[src/rtl/capture_pkg.sv]
// capture_pkg: shared state encoding and counter-width helper for the capture sequencer.
package capture_pkg;
   typedef enum logic [2:0] {
      S_IDLE        = 3'd0,
      S_ARMED       = 3'd1,
      S_CAPTURE     = 3'd2,
      S_FILTER_WAIT = 3'd3,
      S_READOUT     = 3'd4,
      S_HOLDOFF     = 3'd5
   } seq_state_t;

   function automatic int cnt_width(input int n);
      return (n > 1) ? $clog2(n) : 1;
   endfunction
endpackage

[src/rtl/edge_trigger_detect.sv]
// edge_trigger_detect: remembers the previous accepted sample and flags a level crossing on the current beat.
module edge_trigger_detect #(
   parameter int W = 8
) (
   input  logic         clk,
   input  logic         rst_n,
   input  logic         en,
   input  logic         clr,
   input  logic         axiiv,
   input  logic [W-1:0] axiid,
   input  logic [W-1:0] trig_level,
   input  logic         trig_rising,
   output logic         crossing
);
   logic [W-1:0] prev_sample_q, prev_sample_d;
   logic         have_prev_q, have_prev_d;
   logic         take;

   always_comb begin
      take          = en && axiiv;
      prev_sample_d = take ? axiid : prev_sample_q;
      have_prev_d   = clr ? 1'b0 : (take ? 1'b1 : have_prev_q);
      crossing      = take && have_prev_q && (trig_rising
                      ? (prev_sample_q <  trig_level && axiid >= trig_level)
                      : (prev_sample_q >= trig_level && axiid <  trig_level));
   end

   always_ff @(posedge clk or negedge rst_n) begin
      if (!rst_n) begin
         prev_sample_q <= '0;
         have_prev_q   <= 1'b0;
      end else begin
         prev_sample_q <= prev_sample_d;
         have_prev_q   <= have_prev_d;
      end
   end
endmodule

[src/rtl/capture_sequencer.sv]
// capture_sequencer: arm / trigger / capture / filter-wait / readout / holdoff sequencing for one acquisition.
module capture_sequencer
   import capture_pkg::*;
#(
   parameter int SAMPLE_DATA_WIDTH = 8,
   parameter int CAPTURE_LENGTH    = 1000,
   parameter int HOLDOFF_CYCLES    = 1000
) (
   input  logic                               clk,
   input  logic                               rst_n,
   input  logic                               arm,
   input  logic                               abort,
   input  logic                               single_mode,
   input  logic                               trig_rising,
   input  logic [SAMPLE_DATA_WIDTH-1:0]       trig_level,
   input  logic                               force_trigger,
   input  logic                               axiiv,
   input  logic [SAMPLE_DATA_WIDTH-1:0]       axiid,
   input  logic                               filter_done,
   input  logic                               readout_done,
   output logic                               filter_trigger,
   output logic                               capture_active,
   output logic [$clog2(CAPTURE_LENGTH)-1:0]  sample_index,
   output logic                               readout_start,
   output logic                               overrun,
   output logic [2:0]                         state_o
);
   localparam int IW = $clog2(CAPTURE_LENGTH);
   localparam int HW = cnt_width(HOLDOFF_CYCLES);
   localparam logic [IW-1:0] IDX_LAST  = IW'(CAPTURE_LENGTH - 1);
   localparam logic [HW-1:0] HOLD_LAST = HW'(HOLDOFF_CYCLES - 1);

   seq_state_t    state_q, state_d;
   logic [IW-1:0] idx_q, idx_d;
   logic [HW-1:0] hold_q, hold_d;
   logic          filter_trigger_q, filter_trigger_d;
   logic          readout_start_q, readout_start_d;
   logic          overrun_q, overrun_d;
   logic          crossing, clr_prev;

   edge_trigger_detect #(.W(SAMPLE_DATA_WIDTH)) u_edge (
      .clk         (clk),
      .rst_n       (rst_n),
      .en          (state_q == S_ARMED),
      .clr         (clr_prev),
      .axiiv       (axiiv),
      .axiid       (axiid),
      .trig_level  (trig_level),
      .trig_rising (trig_rising),
      .crossing    (crossing)
   );

   always_comb begin
      state_d          = state_q;
      idx_d            = idx_q;
      hold_d           = hold_q;
      filter_trigger_d = 1'b0;
      readout_start_d  = 1'b0;
      overrun_d        = overrun_q;
      clr_prev         = 1'b0;
      case (state_q)
         S_IDLE: if (arm) begin
            state_d   = S_ARMED;
            overrun_d = 1'b0;
            clr_prev  = 1'b1;
         end
         S_ARMED: if (crossing || force_trigger) begin
            state_d          = S_CAPTURE;
            idx_d            = '0;
            filter_trigger_d = 1'b1;
         end
         S_CAPTURE: if (axiiv) begin
            state_d = (idx_q == IDX_LAST) ? S_FILTER_WAIT : S_CAPTURE;
            idx_d   = (idx_q == IDX_LAST) ? '0 : idx_q + 1'b1;
         end
         S_FILTER_WAIT: begin
            overrun_d = overrun_q || axiiv;
            if (filter_done) begin
               state_d         = S_READOUT;
               readout_start_d = 1'b1;
            end
         end
         S_READOUT: begin
            overrun_d = overrun_q || axiiv;
            if (readout_done) begin
               state_d = single_mode ? S_IDLE : S_HOLDOFF;
               hold_d  = '0;
            end
         end
         S_HOLDOFF: begin
            state_d  = (hold_q == HOLD_LAST) ? S_ARMED : S_HOLDOFF;
            hold_d   = (hold_q == HOLD_LAST) ? '0 : hold_q + 1'b1;
            clr_prev = (hold_q == HOLD_LAST);
         end
         default: state_d = S_IDLE;
      endcase
      // abort overrides every transition and swallows any pulse due this cycle
      if (abort) begin
         state_d          = S_IDLE;
         idx_d            = '0;
         hold_d           = '0;
         filter_trigger_d = 1'b0;
         readout_start_d  = 1'b0;
      end
   end

   always_ff @(posedge clk or negedge rst_n) begin
      if (!rst_n) begin
         state_q          <= S_IDLE;
         idx_q            <= '0;
         hold_q           <= '0;
         filter_trigger_q <= 1'b0;
         readout_start_q  <= 1'b0;
         overrun_q        <= 1'b0;
      end else begin
         state_q          <= state_d;
         idx_q            <= idx_d;
         hold_q           <= hold_d;
         filter_trigger_q <= filter_trigger_d;
         readout_start_q  <= readout_start_d;
         overrun_q        <= overrun_d;
      end
   end

   assign filter_trigger = filter_trigger_q;
   assign readout_start  = readout_start_q;
   assign overrun        = overrun_q;
   assign sample_index   = idx_q;
   assign capture_active = (state_q == S_CAPTURE);
   assign state_o        = state_q;
endmodule

[config.mk]
export PLATFORM = sky130hd
export DESIGN_NAME = capture_sequencer
export DESIGN_NICKNAME = d
export VERILOG_FILES = /design/src/rtl/capture_pkg.sv /design/src/rtl/edge_trigger_detect.sv /design/src/rtl/capture_sequencer.sv
export SDC_FILE = /design/constraint.sdc
export NUM_CORES = 1
export LEC_CHECK = 0
export CAP_MARGIN = 20
export CORE_MARGIN = 3
export CORE_UTILIZATION = 56
export CTS_CLUSTER_DIAMETER = 60
export DETAILED_ROUTE_END_ITERATION = 8
export PLACE_DENSITY_LB_ADDON = 0.05
export SETUP_SLACK_MARGIN = 0.15
export SYNTH_ARGS = -nofsm -noshare
export SYNTH_HDL_FRONTEND = slang
export SYNTH_SLANG_ARGS = --single-unit
[constraint.sdc]
create_clock -name clk -period 7.1 [get_ports clk]
set_clock_uncertainty 0.15 [all_clocks]
set_input_delay 1.42 -clock clk [delete_from_list [all_inputs] [get_ports clk]]
set_output_delay 1.42 -clock clk [all_outputs]
set_load 0.02 [all_outputs]
Word level (Yosys, flattened, before mapping)
Cells that the tools add are included.
W data, S select, Z words.
- $lt $le $gt $ge: 4
- reduce and logical (&&, ||, !) cells: 17
- equality and inequality tests: 13
- muxes and demuxes: 32
- add/sub/neg operators: 2
- operators by type and width (operator ; number):
    $mux W10 ; 7
    $pmux W10 S2 ; 2
    $mux W3 ; 8
    $add A10 B1 Y10 const B ; 2
    $eq A10 B10 Y1 const B ; 2
    $pmux W3 S6 ; 1
    $ge A8 B8 Y1 ; 2
    $lt A8 B8 Y1 ; 2
    $ne A3 B3 Y1 const B ; 5
    $mux W1 ; 12
    $eq A3 B2 Y1 const B ; 2
    $eq A3 B3 Y1 const B ; 2
    $reduce_bool A3 Y1 ; 2
    $logic_and A1 B1 Y1 ; 5
    $reduce_and A5 Y1 ; 1
    $pmux W1 S2 ; 2
    $reduce_and A2 Y1 ; 2
    $reduce_bool A2 Y1 ; 2
    $eq A3 B1 Y1 const B ; 1
    $logic_not A3 Y1 ; 1
    $reduce_and A3 Y1 ; 1
    $logic_or A1 B1 Y1 ; 2
    $ne A2 B2 Y1 const B ; 1
    $reduce_or A2 Y1 ; 1
- bits in registers: 35
- output and inout bits: 17
- word-level logic and storage cells: 76

Depth between registers and ports, before layout
Gate-level depths: netlist (run 1).
- depth in word-level cells: 8
- depth in mapped cells: 10

Hierarchy
From an unflattened synthesis (run 1), not the netlist that was laid out.
- cell total of the unflattened synthesis: 250
- area total of the unflattened synthesis: 2329.7 um2
- by module, submodules not included (module ; cells an instance ; seq. area each (um2) ; area each (um2) ; instances):
    capture_sequencer ; 176 ; 650.6 ; 1614.0 ; 1
    edge_trigger_detect ; 74 ; 225.2 ; 715.7 ; 1

Worst setup path before layout (run 1)
Ideal clock, no wire load.
- path type: input -> register
- from: in trig_level[7]
- to: reg idx_q[6] (netlist: sample_index[6])
- stages on the path: 10
- path buffers: 1
- path slack: 3.518 ns
- data arrival time: 3.328 ns
- library setup time: 0.104 ns
- path through: inv_1 -> ha_1 -> and2_4 -> nand3_2 -> o21bai_1 -> a2111oi_4 -> o31ai_2 -> or2_1 -> buf_6 -> o41ai_4
- cells in the longest elaborated chain, start to end: 7
- elaborated cells on any way between the ends: 11
- classes of those cells: order compare (4); eq/ne (1); mux (1); reduce/logical (5)
- RTL lines (element ; line ; RTL):
    start, declared ; capture_sequencer.sv:15 ; input logic [SAMPLE_DATA_WIDTH-1:0] trig_level,
    $ge A8 B8 Y1 (tied with other cells) ; edge_trigger_detect.sv:25 ; : (prev_sample_q >= trig_level && axiid < trig_level));
    $logic_and A1 B1 Y1 (on tied branches) ; edge_trigger_detect.sv:25, edge_trigger_detect.sv:24 ;
    $mux W1 (*) ; edge_trigger_detect.sv:24 ; ? (prev_sample_q < trig_level && axiid >= trig_level)
    $logic_and A1 B1 Y1 (*) ; edge_trigger_detect.sv:23 ; crossing = take && have_prev_q && (trig_rising
    $logic_or A1 B1 Y1 (*) ; capture_sequencer.sv:67 ; S_ARMED: if (crossing || force_trigger) begin
    $ne A3 B3 Y1 (no source line) (*) ; - ;
    $reduce_and A3 Y1 (no source line) (*) ; - ;
    end signal, assigned ; capture_sequencer.sv:117 ; idx_q <= idx_d;
    end, declared ; capture_sequencer.sv:34 ; logic [IW-1:0] idx_q, idx_d;
Mark *: on every way between the ends. The rest lies on a longest branch, timed or not.
A chain may end at the register's enable or synchronous reset.

Final worst setup path (run 1)
- from: in trig_level[3]
- to: reg idx_q[5] (netlist: sample_index[5])
Same word-level chain as after synthesis.

==> results.md, run 1 <==
- Status: complete, no violations
- Pin count of the biggest net entering global routing: 36
- Slew @ Worst Pin: 0.890 ns
- Crit path max-delay family: compound AO/OA/AOI/OAI gates
- Final instance area: 2880 sq um
- Slowest cell on crit path: o31ai_2
- Number of max-cap violations: 0
- Initial antenna violation count: 0
- Vias per cell: between 5 and 6
- H-tree depth: 2
- Clk sinks: 35
- Clock slew at reported path FFs: 0.07 ns
- Clk_lat worst skew: around 0.3 ns
- Dpl cells: approximately 340
- Synth area leaders: dfrtp_1 38%, ha_1 9.8%, o21ai_0 6.1%
- Critical path type: input pin to flop
- Sequential cell area fraction in the yosys report: between 30% and 40%
- Critical Path Stages: 10
- Ys Warns: 0
- Top cell type's share of synthesized area: roughly 38%
- Iter 0 DRT Violations: ~130
- Final wirelength: slightly above 5 mm
- Worst reg2reg path depth: 6
- Peak supply drop: 0.132 mV
- Port bufs: 42
- Hold Path Depth: 1
- Core area: around 3800 sq um
- Post-synth net total: 304
- Crit share post-route: between 60% and 70%
- Routed WL per cell: roughly 15 um
- Number of flops mapped to enable cells by yosys: 0
- Die height: between 70 and 80 um
- Crit start category: input pin
- Final Hold Vio Count: 0
- FFs w/ async S/R, synth: 100%
- Post-cts repair resize count: 0
- Syn Inst Count: 260
- Overall Power: around 0.75 mW
- Final-report setup violation count: 0
- Worst EP arrival: 4.46 ns
- Top achievable clock speed: 225 MHz
- First-pass GRT wire length: about 8.6 mm
- CP Max Fanout: 13
- Shortest period the worst path allows: ~4.4 ns
- Area leader, netlist: dfrtp_1
- Initial Utilization: between 60% and 70%
- Synth Register Bits: 35
- Fillers: 289
- GRT Total Usage: between 20% and 30%
- Max incr delay on CP: just over 0.7 ns
- Number of global-route vias before repair: slightly below 2000
- FP Rows: 22
- CP Cell Sequence: clkdlybuf4s50_1, inv_1, ha_1, a21oi_1, a31oi_1, or3_1, o2111a_1, o31ai_2, or2_1, o21ai_1
- Cts-stage hold buffer count: 0
- Slew headroom: just over 40%
- Syn Std Cell Area: around 2300 sq um
- Placed Area: approximately 2800 sq um
- Pins Over Slew Limit: 0
- TritonCTS clock tree: done
- Leakage Power: around 1.3 nW
- Drc violations: 0
- Worst path required time: around 7.1 ns
- Die ar.: slightly below 5000 sq um
- Post-CTS Setup Bufs: 0
- Area delta synth->final: 24.6%
- Num CTS Buffers: 5
- Hpwl dp: ~3.6 mm
- Layout Cells excl Fill: around 350
- Post-route setup TNS: 0 ns
- CTS Root Buffer Type: clkbuf_8
- Top FF cell, synth: dfrtp_1
- Syn Area/Cell: slightly below 9 sq um
- Worst setup EP type: flop
- Area of the multi-input gates: around 1300 sq um
- Overflow after GRT: 0
- Unrepaired setup endpoints after global routing: false
- 1st-pass router iterations: 4
- GP Congestion: just over 0.8
- Register area: between 800 and 900 sq um
- Hold slack: 0.363 ns
- I/O pin cnt: 43
- Max Root-Sink Buffers: 2
- N_diodes: 0
- Hold crit path type: flop to flop
- Power Dens Cells: 259 nW/um^2
- Via count: ~2000
- Synth cell types: just under 50
- Nets: 346
- Proportion of layout cells with a drive suffix above 1: 8.58%
- Bufs and invs on worst path: 2
- Post-DRT Antenna Nets: 0
- DIE WIDTH: 70.2 um
Yosys cell counts, drive strengths merged (2+ instances only):
cell,count
ha,18
nor3,4
and3,3
o21ai,33
dfrtp,35
nor2b,5
nand3,11
a32oi,3
clkbuf,6
nand4,3
nand2b,10
a21oi,9
o41ai,4
mux2,7
nand2,27
o31ai,7
or2,2
a31oi,2
nor2,27
nor4,2
buf,2
a221oi,2
or4,2
inv,19
nand4b,2
metal layers:
| metal | routed length, um | vias to the layer above | track usage, % |
|---|---|---|---|
| li1 | - | 1016 | - |
| met1 | 2470 | 938 | 29.9 |
| met2 | 2310 | 60 | 32.9 |
| met3 | 228 | 12 | 4.17 |
| met4 | 95 | 0 | 8.94 |
| met5 | 0 | - | 0 |
kinds of logic (layout without fill, tap and decap cells):
family / after synthesis / after routing / share of synthesized area, %
muxes: 8 / 8 / 3.85
AOI/OAI and AO/OA: 68 / 68 / 20.9
adders and majority gates: 18 / 18 / 9.76
DFF: 35 / 35 / 37.9
buffers and inverters: 27 / 70 / 4.77
xor gates and xnor gates: 1 / 1 / 0.379
and+or+nand+nor: 103 / 103 / 22.4
stage by stage:
| stage | utilization (%) | setup slack [ns] |
|---|---|---|
| 2_1_floorplan | - | 3.52 |
| 3_3_place_gp | 72.1 | 2.50 |
| 3_5_place_dp | 72.1 | 2.47 |
| 4_1_cts | 75.1 | 2.71 |
| 5_1_grt | 75.1 | 2.48 |
| 6_report | 75.1 | 2.66 |
cell type report:
cell class              instances  share of cell area (%)
well taps                      48                    2.09
clock buffers                   6                    2.87
flip-flops and latches         35                    30.5
repair buffers                 43                    14.9
clock inverters                 2                    1.22
multi-input cells             198                    46.0
inverters                      19                    2.48
registers in the layout, indices dropped and copies added, names as in the netlist:
signal	cells
u_edge.have_prev_q	1
hold_q	10
u_edge.prev_sample_q	8
sample_index	10
readout_start	1
overrun	1
state_o	3
filter_trigger	1
path summary, 6_finish.rpt:
check | start | end | slack, ns
max | trig_level[3] | sample_index[5] | 2.66
min | hold_q[6] | hold_q[6] | 0.36
max reg2reg | state_o[0] | sample_index[5] | 3.90
min reg2reg | hold_q[6] | hold_q[6] | 0.36
max in group asynchronous | rst_n | sample_index[1] | 5.10
min in group asynchronous | rst_n | filter_trigger | 1.38
where the power goes:
part           internal, mW  switching [mW]
combinational         0.130           0.149
clock                 0.114          0.0756
sequential            0.236          0.0413
worst register-to-register path: stages (launching register included):
cell      delay, ns
dfrtp_1        0.64
nand2b_1       0.24
nor4_1         0.59
inv_1          0.18
o31ai_2        0.72
or2_1          0.41
o21ai_1        0.13
placed cells by master (no fill, tap or decap), types with 2 or more instances in the layout:
cell type	count
ha_1	18
o31ai_1	6
a32oi_1	3
nor4_1	2
and3_1	3
or4_1	2
mux2_2	7
clkdlybuf4s50_1	42
nor2b_1	5
o21ai_0	28
a31oi_1	2
nor3_1	4
nand2_1	27
dfrtp_1	35
a21oi_1	9
nor2_1	26
o41ai_1	2
o21ai_1	5
clkbuf_8	6
nand3_1	10
inv_1	19
nand4b_1	2
nand4_1	3
nand2b_1	10
(Power assumes the default switching activity.)
==> inputs of run 2 (changes only) <==
--- a/config.mk
+++ b/config.mk
@@ -7,7 +7,7 @@
 export LEC_CHECK = 0
 export CAP_MARGIN = 20
 export CORE_MARGIN = 3
-export CORE_UTILIZATION = 56
+export CORE_UTILIZATION = 52
 export CTS_CLUSTER_DIAMETER = 60
 export DETAILED_ROUTE_END_ITERATION = 8
 export PLACE_DENSITY_LB_ADDON = 0.05
==> constraint.sdc (replaced) <==
create_clock -name clk -period 4.6 [get_ports clk]
set_clock_uncertainty 0.15 [all_clocks]
set_input_delay 0.92 -clock clk [delete_from_list [all_inputs] [get_ports clk]]
set_output_delay 0.92 -clock clk [all_outputs]
set_load 0.02 [all_outputs]
==> results.md, run 2 (synthesis results as in run 1) <==
- N_diodes: 0 (unchanged)
- Leakage Power: 1.24 nW (-1.5%)
- Port bufs: 42 (unchanged)
- Clk sinks: 35 (unchanged)
- Routed WL per cell: 14.2 um (-2.4%)
- CTS Root Buffer Type: clkbuf_8
- Commonest non-fill, non-tap cell in the layout: clkdlybuf4s50_1
- Unrepaired setup endpoints after global routing: false
- Iter 0 DRT Violations: 132 (+2.3%)
- TritonCTS clock tree: done
- Core area: 4140 sq um (+8.3%)
- I/O pin cnt: 43 (unchanged)
- Fillers: 349 (+21%)
- Peak supply drop: 0.234 mV (+77%)
- Pins Over Slew Limit: 0 (unchanged)
- Reg-to-reg critical path startpoint: u_edge.prev_sample_q[7]
- Post-CTS Setup Bufs: 0 (unchanged)
- Post-route setup TNS: 0 ns (unchanged)
- Initial antenna violation count: 0 (unchanged)
- Via count: 2004 (-1.1%)
- Hold slack: 0.357 ns (-0.00601 ns)
- Number of max-cap violations: 0 (unchanged)
- Number of global-route vias before repair: 1958 (+1.1%)
- Worst path required time: 4.63 ns (-2.48 ns)
- Die ar.: 5280 sq um (+7.0%)
- Overall Power: 1.06 mW (+42%)
- Power Dens Cells: 373 nW/um^2 (+44%)
- CP Max Fanout: 13 (unchanged)
- Num CTS Buffers: 5 (unchanged)
- Drc violations: 0 (unchanged)
- Clk_lat worst skew: 0.28 ns (-0.02 ns)
- Post-DRT Antenna Nets: 0 (unchanged)
- Worst Setup SP: trig_level[7]
- Register area: 876 sq um (unchanged)
- Critical path type: input pin to flop
- Hpwl dp: 3.77 mm (+4.0%)
- Pin count of the biggest net entering global routing: 36 (unchanged)
- Initial Utilization: 55.7% (-4.6 points)
- Crit start category: input pin
- Top achievable clock speed: 278 MHz
- Shortest period the worst path allows: 3.60 ns
- Nets: 347 (+0.29%)
- 1st-pass router iterations: 7 (+3)
- Vias per cell: 5.69 (-1.4%)
- Clock slew at reported path FFs: 0.06 ns (about the same)
- Cts-stage hold buffer count: 0 (unchanged)
- GRT Total Usage: 20.6% (-0.94 points)
- Final Hold Vio Count: 0 (unchanged)
- DIE WIDTH: 72.6 um (+3.5%)
- Overflow after GRT: 0 (unchanged)
- Proportion of layout cells with a drive suffix above 1: 7.95% (-0.63 points)
- Hold path start: hold_q[6]
- Final wirelength: 5.00 mm (-2.1%)
- Die height: 72.6 um (+3.5%)
- First-pass GRT wire length: 8.74 mm (+1.1%)
- Worst setup EP type: flop
- Slew @ Worst Pin: 0.915 ns (+0.0250 ns)
- Status: complete, no violations
- FP Rows: 23 (+4.5%)
- Post-cts repair resize count: 0 (unchanged)
- Final-report setup violation count: 0 (unchanged)
- Max Root-Sink Buffers: 2 (unchanged)
- GP Congestion: 0.829 (+0.52%)
- Hold crit path type: flop to flop
- H-tree depth: 2 (unchanged)
- Worst EP arrival: 3.63 ns (-0.83 ns)
- Slew headroom: 38.7% (-1.7 points)
- Area of the multi-input gates: 1320 sq um (unchanged)
- Area delta synth->final: 23.0%
- Most frequent cells in the layout: 42 x clkdlybuf4s50_1, 35 x dfrtp_1, 28 x o21ai_0
- Crit share post-route: 78.3%
run 2: path summary, 6_finish.rpt:
check,endpoint,slack [ns],cells past startpoint
worst max-delay path,sample_index[6],1.0,11
worst min-delay path,hold_q[6],0.36,1
worst max register to register,sample_index[6],1.77,9
worst min register to register,hold_q[6],0.36,1
max in group asynchronous,u_edge.prev_sample_q[3],3.09,2
min in group asynchronous,u_edge.prev_sample_q[6],0.89,2
run 2: critical path, stage by stage:
cell and delay (ns):
clkdlybuf4s50_1 0.47, inv_1 0.06, ha_1 0.32, and2_4 0.16
nand3_2 0.08, o21bai_1 0.20, a2111oi_4 0.40, o31ai_2 0.12
buf_4 0.19, or2_1 0.36, o41ai_4 0.36
run 2: power by group:
part           internal [mW]  switching, mW  leakage (nW)
registers              0.365         0.0604         0.467
clock network          0.101         0.0986        0.0371
logic                  0.206          0.228         0.739
total                  0.671          0.387          1.24
run 2: area by class of cell:
cell class,instances,area share [%]
Timing Repair Buffer,44,15.3
Multi-Input combinational cell,198,46.6
Inverter,19,2.51
Clock buffer,6,2.56
Tap cell,50,2.20
Sequential cell,35,30.8
run 2: routing by layer:
| layer | GRT usage, % | routed length, um | vias to the layer above |
|---|---|---|---|
| met1 | 30.8 | 2580 | 933 |
| met4 | 6.56 | 57 | 0 |
| met5 | 0 | 0 | - |
| met3 | 4.13 | 228 | 5 |
| li1 | - | - | 1020 |
| met2 | 30.0 | 2130 | 46 |
run 2: per-stage QoR:
stage / utilization [%] / std cells / instance area, sq um / setup WS, ns
floorplan: - / 260 / 2310 / 1.52
finish: 68.5 / 352 / 2840 / 0.997
detailed placement: 66.8 / 346 / 2770 / 0.725
global route: 68.5 / 352 / 2840 / 0.860
CTS: 68.5 / 352 / 2840 / 1.01
global placement: 66.8 / 346 / 2770 / 0.814
